$ cat src/rtl/hazard_pkg.sv
// Shared definitions for the issue-stage hazard scoreboard: opcodes,
// forwarding-select encoding and the scoreboard entry layout.
package hazard_pkg;

  localparam logic [6:0] OPC_LOAD   = 7'h03;
  localparam logic [6:0] OPC_STORE  = 7'h23;
  localparam logic [6:0] OPC_BRANCH = 7'h63;
  localparam logic [6:0] OPC_JAL    = 7'h6F;
  localparam logic [6:0] OPC_JALR   = 7'h67;

  localparam int FWD_RF = 0;

  // rd is stored zero-extended to a fixed width so the struct can live here
  localparam int RD_W_MAX = 8;

  typedef struct packed {
    logic                valid;
    logic [RD_W_MAX-1:0] rd;
    logic                is_load;
  } sb_entry_t;

endpackage

$ cat src/rtl/hazard_match.sv
// Youngest-match priority finder for one source operand over the scoreboard.
module hazard_match
  import hazard_pkg::*;
#(
  parameter int DEPTH    = 3,
  parameter int REG_AW   = 5,
  parameter int LOAD_LAT = 2,
  parameter int SEL_W    = $clog2(DEPTH + 1)
) (
  input  sb_entry_t [DEPTH-1:0] entries,
  input  logic                  issue_valid,
  input  logic                  src_used,
  input  logic [REG_AW-1:0]     src,
  output logic [SEL_W-1:0]      sel,
  output logic                  load_block
);

  // Scan oldest to youngest so the lowest matching index is the last writer
  always_comb begin
    sel        = '0;
    load_block = 1'b0;
    if (issue_valid && src_used && (src != '0)) begin
      for (int k = DEPTH - 1; k >= 0; k--) begin
        if (entries[k].valid && (entries[k].rd == RD_W_MAX'(src))) begin
          if (entries[k].is_load && (k < LOAD_LAT - 1)) begin
            sel        = '0;
            load_block = 1'b1;
          end else begin
            sel        = SEL_W'(k + 1);
            load_block = 1'b0;
          end
        end
      end
    end
  end

endmodule

$ cat src/rtl/hazard_scoreboard.sv
// Age-ordered in-flight write tracker: per-operand forwarding select,
// load-use stall, redirect squash and a saturating stall counter.
module hazard_scoreboard
  import hazard_pkg::*;
#(
  parameter int REG_AW      = 5,
  parameter int DEPTH       = 3,
  parameter int LOAD_LAT    = 2,
  parameter int KILL_STAGES = 1,
  parameter int SEL_W       = $clog2(DEPTH + 1)
) (
  input  logic              clk,
  input  logic              rst,
  input  logic              issue_valid,
  input  logic [REG_AW-1:0] issue_rs1,
  input  logic              issue_rs1_used,
  input  logic [REG_AW-1:0] issue_rs2,
  input  logic              issue_rs2_used,
  input  logic [REG_AW-1:0] issue_rd,
  input  logic              issue_rd_we,
  input  logic              issue_is_load,
  input  logic              flush,
  output logic              stall,
  output logic [SEL_W-1:0]  fwd_sel_a,
  output logic [SEL_W-1:0]  fwd_sel_b,
  output logic [DEPTH-1:0]  entry_valid,
  output logic [31:0]       stall_cycles
);

  sb_entry_t [DEPTH-1:0] sb_q;
  sb_entry_t [DEPTH-1:0] sb_d;
  logic [SEL_W-1:0]      sel_a;
  logic [SEL_W-1:0]      sel_b;
  logic                  blk_a;
  logic                  blk_b;
  logic [31:0]           cnt_q;

  hazard_match #(
    .DEPTH(DEPTH), .REG_AW(REG_AW), .LOAD_LAT(LOAD_LAT), .SEL_W(SEL_W)
  ) u_match_a (
    .entries(sb_q), .issue_valid(issue_valid), .src_used(issue_rs1_used),
    .src(issue_rs1), .sel(sel_a), .load_block(blk_a)
  );

  hazard_match #(
    .DEPTH(DEPTH), .REG_AW(REG_AW), .LOAD_LAT(LOAD_LAT), .SEL_W(SEL_W)
  ) u_match_b (
    .entries(sb_q), .issue_valid(issue_valid), .src_used(issue_rs2_used),
    .src(issue_rs2), .sel(sel_b), .load_block(blk_b)
  );

  // Redirect overrides both the stall and any forward for the dying instruction
  assign stall     = (blk_a | blk_b) & ~flush;
  assign fwd_sel_a = (stall | flush) ? SEL_W'(FWD_RF) : sel_a;
  assign fwd_sel_b = (stall | flush) ? SEL_W'(FWD_RF) : sel_b;

  // Backend never stalls: shift every cycle, bubble in on stall/flush
  always_comb begin
    sb_d = '0;
    for (int k = 1; k < DEPTH; k++) begin
      sb_d[k] = sb_q[k-1];
      if (flush && (k <= KILL_STAGES)) sb_d[k].valid = 1'b0;
    end
    if (issue_valid && !stall && !flush && issue_rd_we && (issue_rd != '0)) begin
      sb_d[0].valid   = 1'b1;
      sb_d[0].rd      = RD_W_MAX'(issue_rd);
      sb_d[0].is_load = issue_is_load;
    end
  end

  always_ff @(posedge clk or posedge rst) begin
    if (rst) sb_q <= '0;
    else     sb_q <= sb_d;
  end

  always_ff @(posedge clk or posedge rst) begin
    if (rst)                         cnt_q <= '0;
    else if (stall && (cnt_q != '1)) cnt_q <= cnt_q + 32'd1;
  end

  assign stall_cycles = cnt_q;

  always_comb begin
    entry_valid = '0;
    for (int k = 0; k < DEPTH; k++) entry_valid[k] = sb_q[k].valid;
  end

endmodule

$ cat config.mk
export PLATFORM = sky130hd
export DESIGN_NAME = hazard_scoreboard
export DESIGN_NICKNAME = d
export VERILOG_FILES = /design/src/rtl/hazard_pkg.sv /design/src/rtl/hazard_match.sv /design/src/rtl/hazard_scoreboard.sv
export SDC_FILE = /design/constraint.sdc
export NUM_CORES = 1
export LEC_CHECK = 0
export CORE_AREA = 2 2 77 86
export CTS_CLUSTER_SIZE = 16
export DETAILED_ROUTE_END_ITERATION = 10
export DIE_AREA = 0 0 79 88
export MAX_ROUTING_LAYER = met4
export PLACE_DENSITY = 0.82
export SYNTH_ARGS = -nofsm -noshare
export SYNTH_HDL_FRONTEND = slang
export SYNTH_SLANG_ARGS = --single-unit
$ cat constraint.sdc
create_clock -name clk -period 2.1 [get_ports clk]
set_clock_uncertainty 0.05 [all_clocks]
set_input_delay 0.42 -clock clk [delete_from_list [all_inputs] [get_ports clk]]
set_output_delay 0.42 -clock clk [all_outputs]
set_load 0.01 [all_outputs]
==> results.yml <==
run_status:
  status: "complete, but fails checks"
  violations: "negative setup slack"
grt:
  grt_max_degree: 52
  grt_pass1_wl_mm: 11.3
  grt_antenna_before_repair: 0
  grt_overflow: 0
  grt_usage_pct: 21.1
  grt_pass1_vias: 2400
timing:
  fin_crit_sh_pct: 117
  report.final.slew_viol_count: 0
  worstMarginPinSlew_ps: 351
  setup-tns-final_ps: -2300
  setup_viol: 18
  period_minus_slack_ps: 2460
  timing.final.ws_setup_ps: -356
  whs_ps: 389
  slew_headroom_pct: 76.4
  fmax_mhz: 407
  rsz0062_at_grt: "yes"
  finalHoldViolations: 0
cts:
  cts_max_level: 2
  clk_pin_slew_ps: 90
  cts_inserted_buffers: 5
  clk_path_buf_depth: 2
  cts_sinks: 51
  postCtsHoldBufs: 0
  clk_latency_ps: 310
  tritoncts: "yes"
  cts_root_buf: "clkbuf_8"
drt:
  avgViaCountPerCell: 5.32
  drt_wl_total_mm: 6.96
  ant_nets: 0
  remaining_drc_errors: 0
  firstDrtPassIters: 4
  routed-via-count: 2341
  drtIter0Drc: 124
  post_drt_wl_per_cell_um: 15.8
floorplanning:
  die_x_um: 79
  num_rows: 30
  core_um2: 6080
  pin_count: 63
  die_area_um2: 6950
  die_y_um: 88
  start_util_pct: 43.8
synth:
  syn_nets: 281
  avgSynthCellArea_um2: 10.4
  synth-edff-count: 0
  synth_cell_type_count: 35
  synth-seq-area-share_pct: 47.9
  yosys_warnings: 0
  synth_seq_cells: 51
  syn_inst: 257
  synthArstFlopShare_pct: 100
  synth_ff_type: "dfrtp_1"
  syn_area_um2: 2670
setup_path:
  path_cells: "buf_8, or4_4, nor2_4, nor4_4, o21ai_1, nand4b_1, buf_4, nor3_4, buf_2"
  crit_required_ps: 1630
  rr_worst_depth: 8
  critPathMaxFanout: 3
  crit_type: "input pin to output pin"
  crit_cells: 9
  setup.worst_path.end_class: "output pin"
  cpMaxStageDelayCell: "or4_4"
  worst-path-buf-inv: 3
  max_stage_delay_ps: 540
  arrival_ps: 1990
  crit_family: "simple AND/OR/NAND/NOR gates"
  startpoint_type: "input pin"
placement:
  place_area_um2: 3610
  gp_routability_congestion: 0.863
  io_buffers: 62
  dpl.hpwl_mm: 4.88
final_layout:
  final_cell_mix: "dfrtp_1, clkdlybuf4s50_1, buf_4"
  final_common_cell: "dfrtp_1"
  drive_above_1_share_pct: 28.3
  finalNetCount: 383
  syn_to_final_growth_pct: 47.5
  final_util_pct: 64.6
  num_antenna_cells: 0
  design_area_um2: 3930
  fill_cells: 484
job:
  drv_cap: 0
worst_hold_path:
  hold_path.class: "flip-flop to flip-flop"
  hold_depth: 0
power_and_ir_drop:
  p_leak_nw: 1.83
  p_per_area_nw_per_um2: 473
  vdd_ir_drop_max_mv: 0.397
## area by class of cell
| type | count | area (um2) | share of cell area (%) |
|---|---|---|---|
| multi-input combinational | 194 | 1530 | 38.9 |
| sequential | 51 | 1280 | 32.5 |
| timing repair buffer | 102 | 893 | 22.7 |
| tap | 80 | 100 | 2.55 |
| clock buffer | 5 | 68.8 | 1.75 |
| clock inverter | 3 | 43.8 | 1.11 |
| inverter | 5 | 18.8 | 0.478 |
## metrics by stage
stage / power (mW) / setup WS, ps / cells
final: 1.86 / -356 / 440
after floorplan: 1.08 / 25.6 / 257
after global placement: 1.18 / -1010 / 425
after CTS: 1.87 / -375 / 439
after detailed placement: 1.18 / -1100 / 425
after global routing: 1.93 / -449 / 440
## registers in the layout, summed over array words and instances, names as in the netlist
signal        cells
sb_q              5
entry_valid       3
sb_d             11
stall_cycles     32
## worst paths after layout
path | from | slack, ps | end
min | sb_d[15] | 390 | sb_d[25]
max | issue_rs2[3] | -360 | fwd_sel_a[1]
min reg2reg | sb_d[15] | 390 | sb_d[25]
max in group asynchronous | rst | 1330 | sb_d[15]
min in group asynchronous | rst | 400 | sb_d[11]
max reg2reg | sb_d[13] | -130 | stall_cycles[1]
## cell families (layout without fill, tap and decap cells)
kind of cell	count (synthesis)	count (layout)	share of synthesized area [%]
XOR/XNOR	60	60	19.7
AO/OA/AOI/OAI	9	9	2.11
AND/OR/NAND/NOR	121	121	26.1
adder cells (fa/ha/maj)	1	1	0.469
flip-flops	51	51	47.9
buffers and inverters	12	115	2.44
multiplexers	3	3	1.27
## what timing repair did
item / CTS / global route
resized for setup: 78 / 20
setup buffers: 6 / 1
setup endpoints to repair: 44 / 43
pin swaps: 20 / 19
## cell usage after synthesis, types with 3 or more instances
cell type,number,share of area (%)
nor4_1,15,3.5
inv_1,4,0.56
xnor2_1,22,7.2
nand3_1,12,2.3
and3_1,8,1.9
and2_1,8,1.9
mux2_2,3,1.3
nor2b_1,6,1.4
nand2_1,22,3.1
nand4_1,10,2.3
dfrtp_1,51,48
nor2_1,12,1.7
o21ai_0,3,0.56
xor2_1,38,12
or4_1,3,0.85
nor3_1,16,3.0
buf_4,3,0.85
## report_power, final
group / switching [mW] / leakage, nW / internal [mW]
logic: 0.0848 / 1.09 / 0.0877
clock network: 0.331 / 0.0581 / 0.355
registers: 0.0109 / 0.690 / 0.991
total: 0.427 / 1.83 / 1.43
## metal layers
| layer | part of all wire [%] | global-route usage [%] | vias up |
|---|---|---|---|
| li1 | - | - | 1094 |
| met1 | 42 | 25.6 | 1166 |
| met2 | 52 | 36.4 | 69 |
| met3 | 3.9 | 3.40 | 12 |
| met4 | 1.7 | 6.43 | 0 |
| met5 | 0 | - | - |
Power figures use the tool's default switching activity.
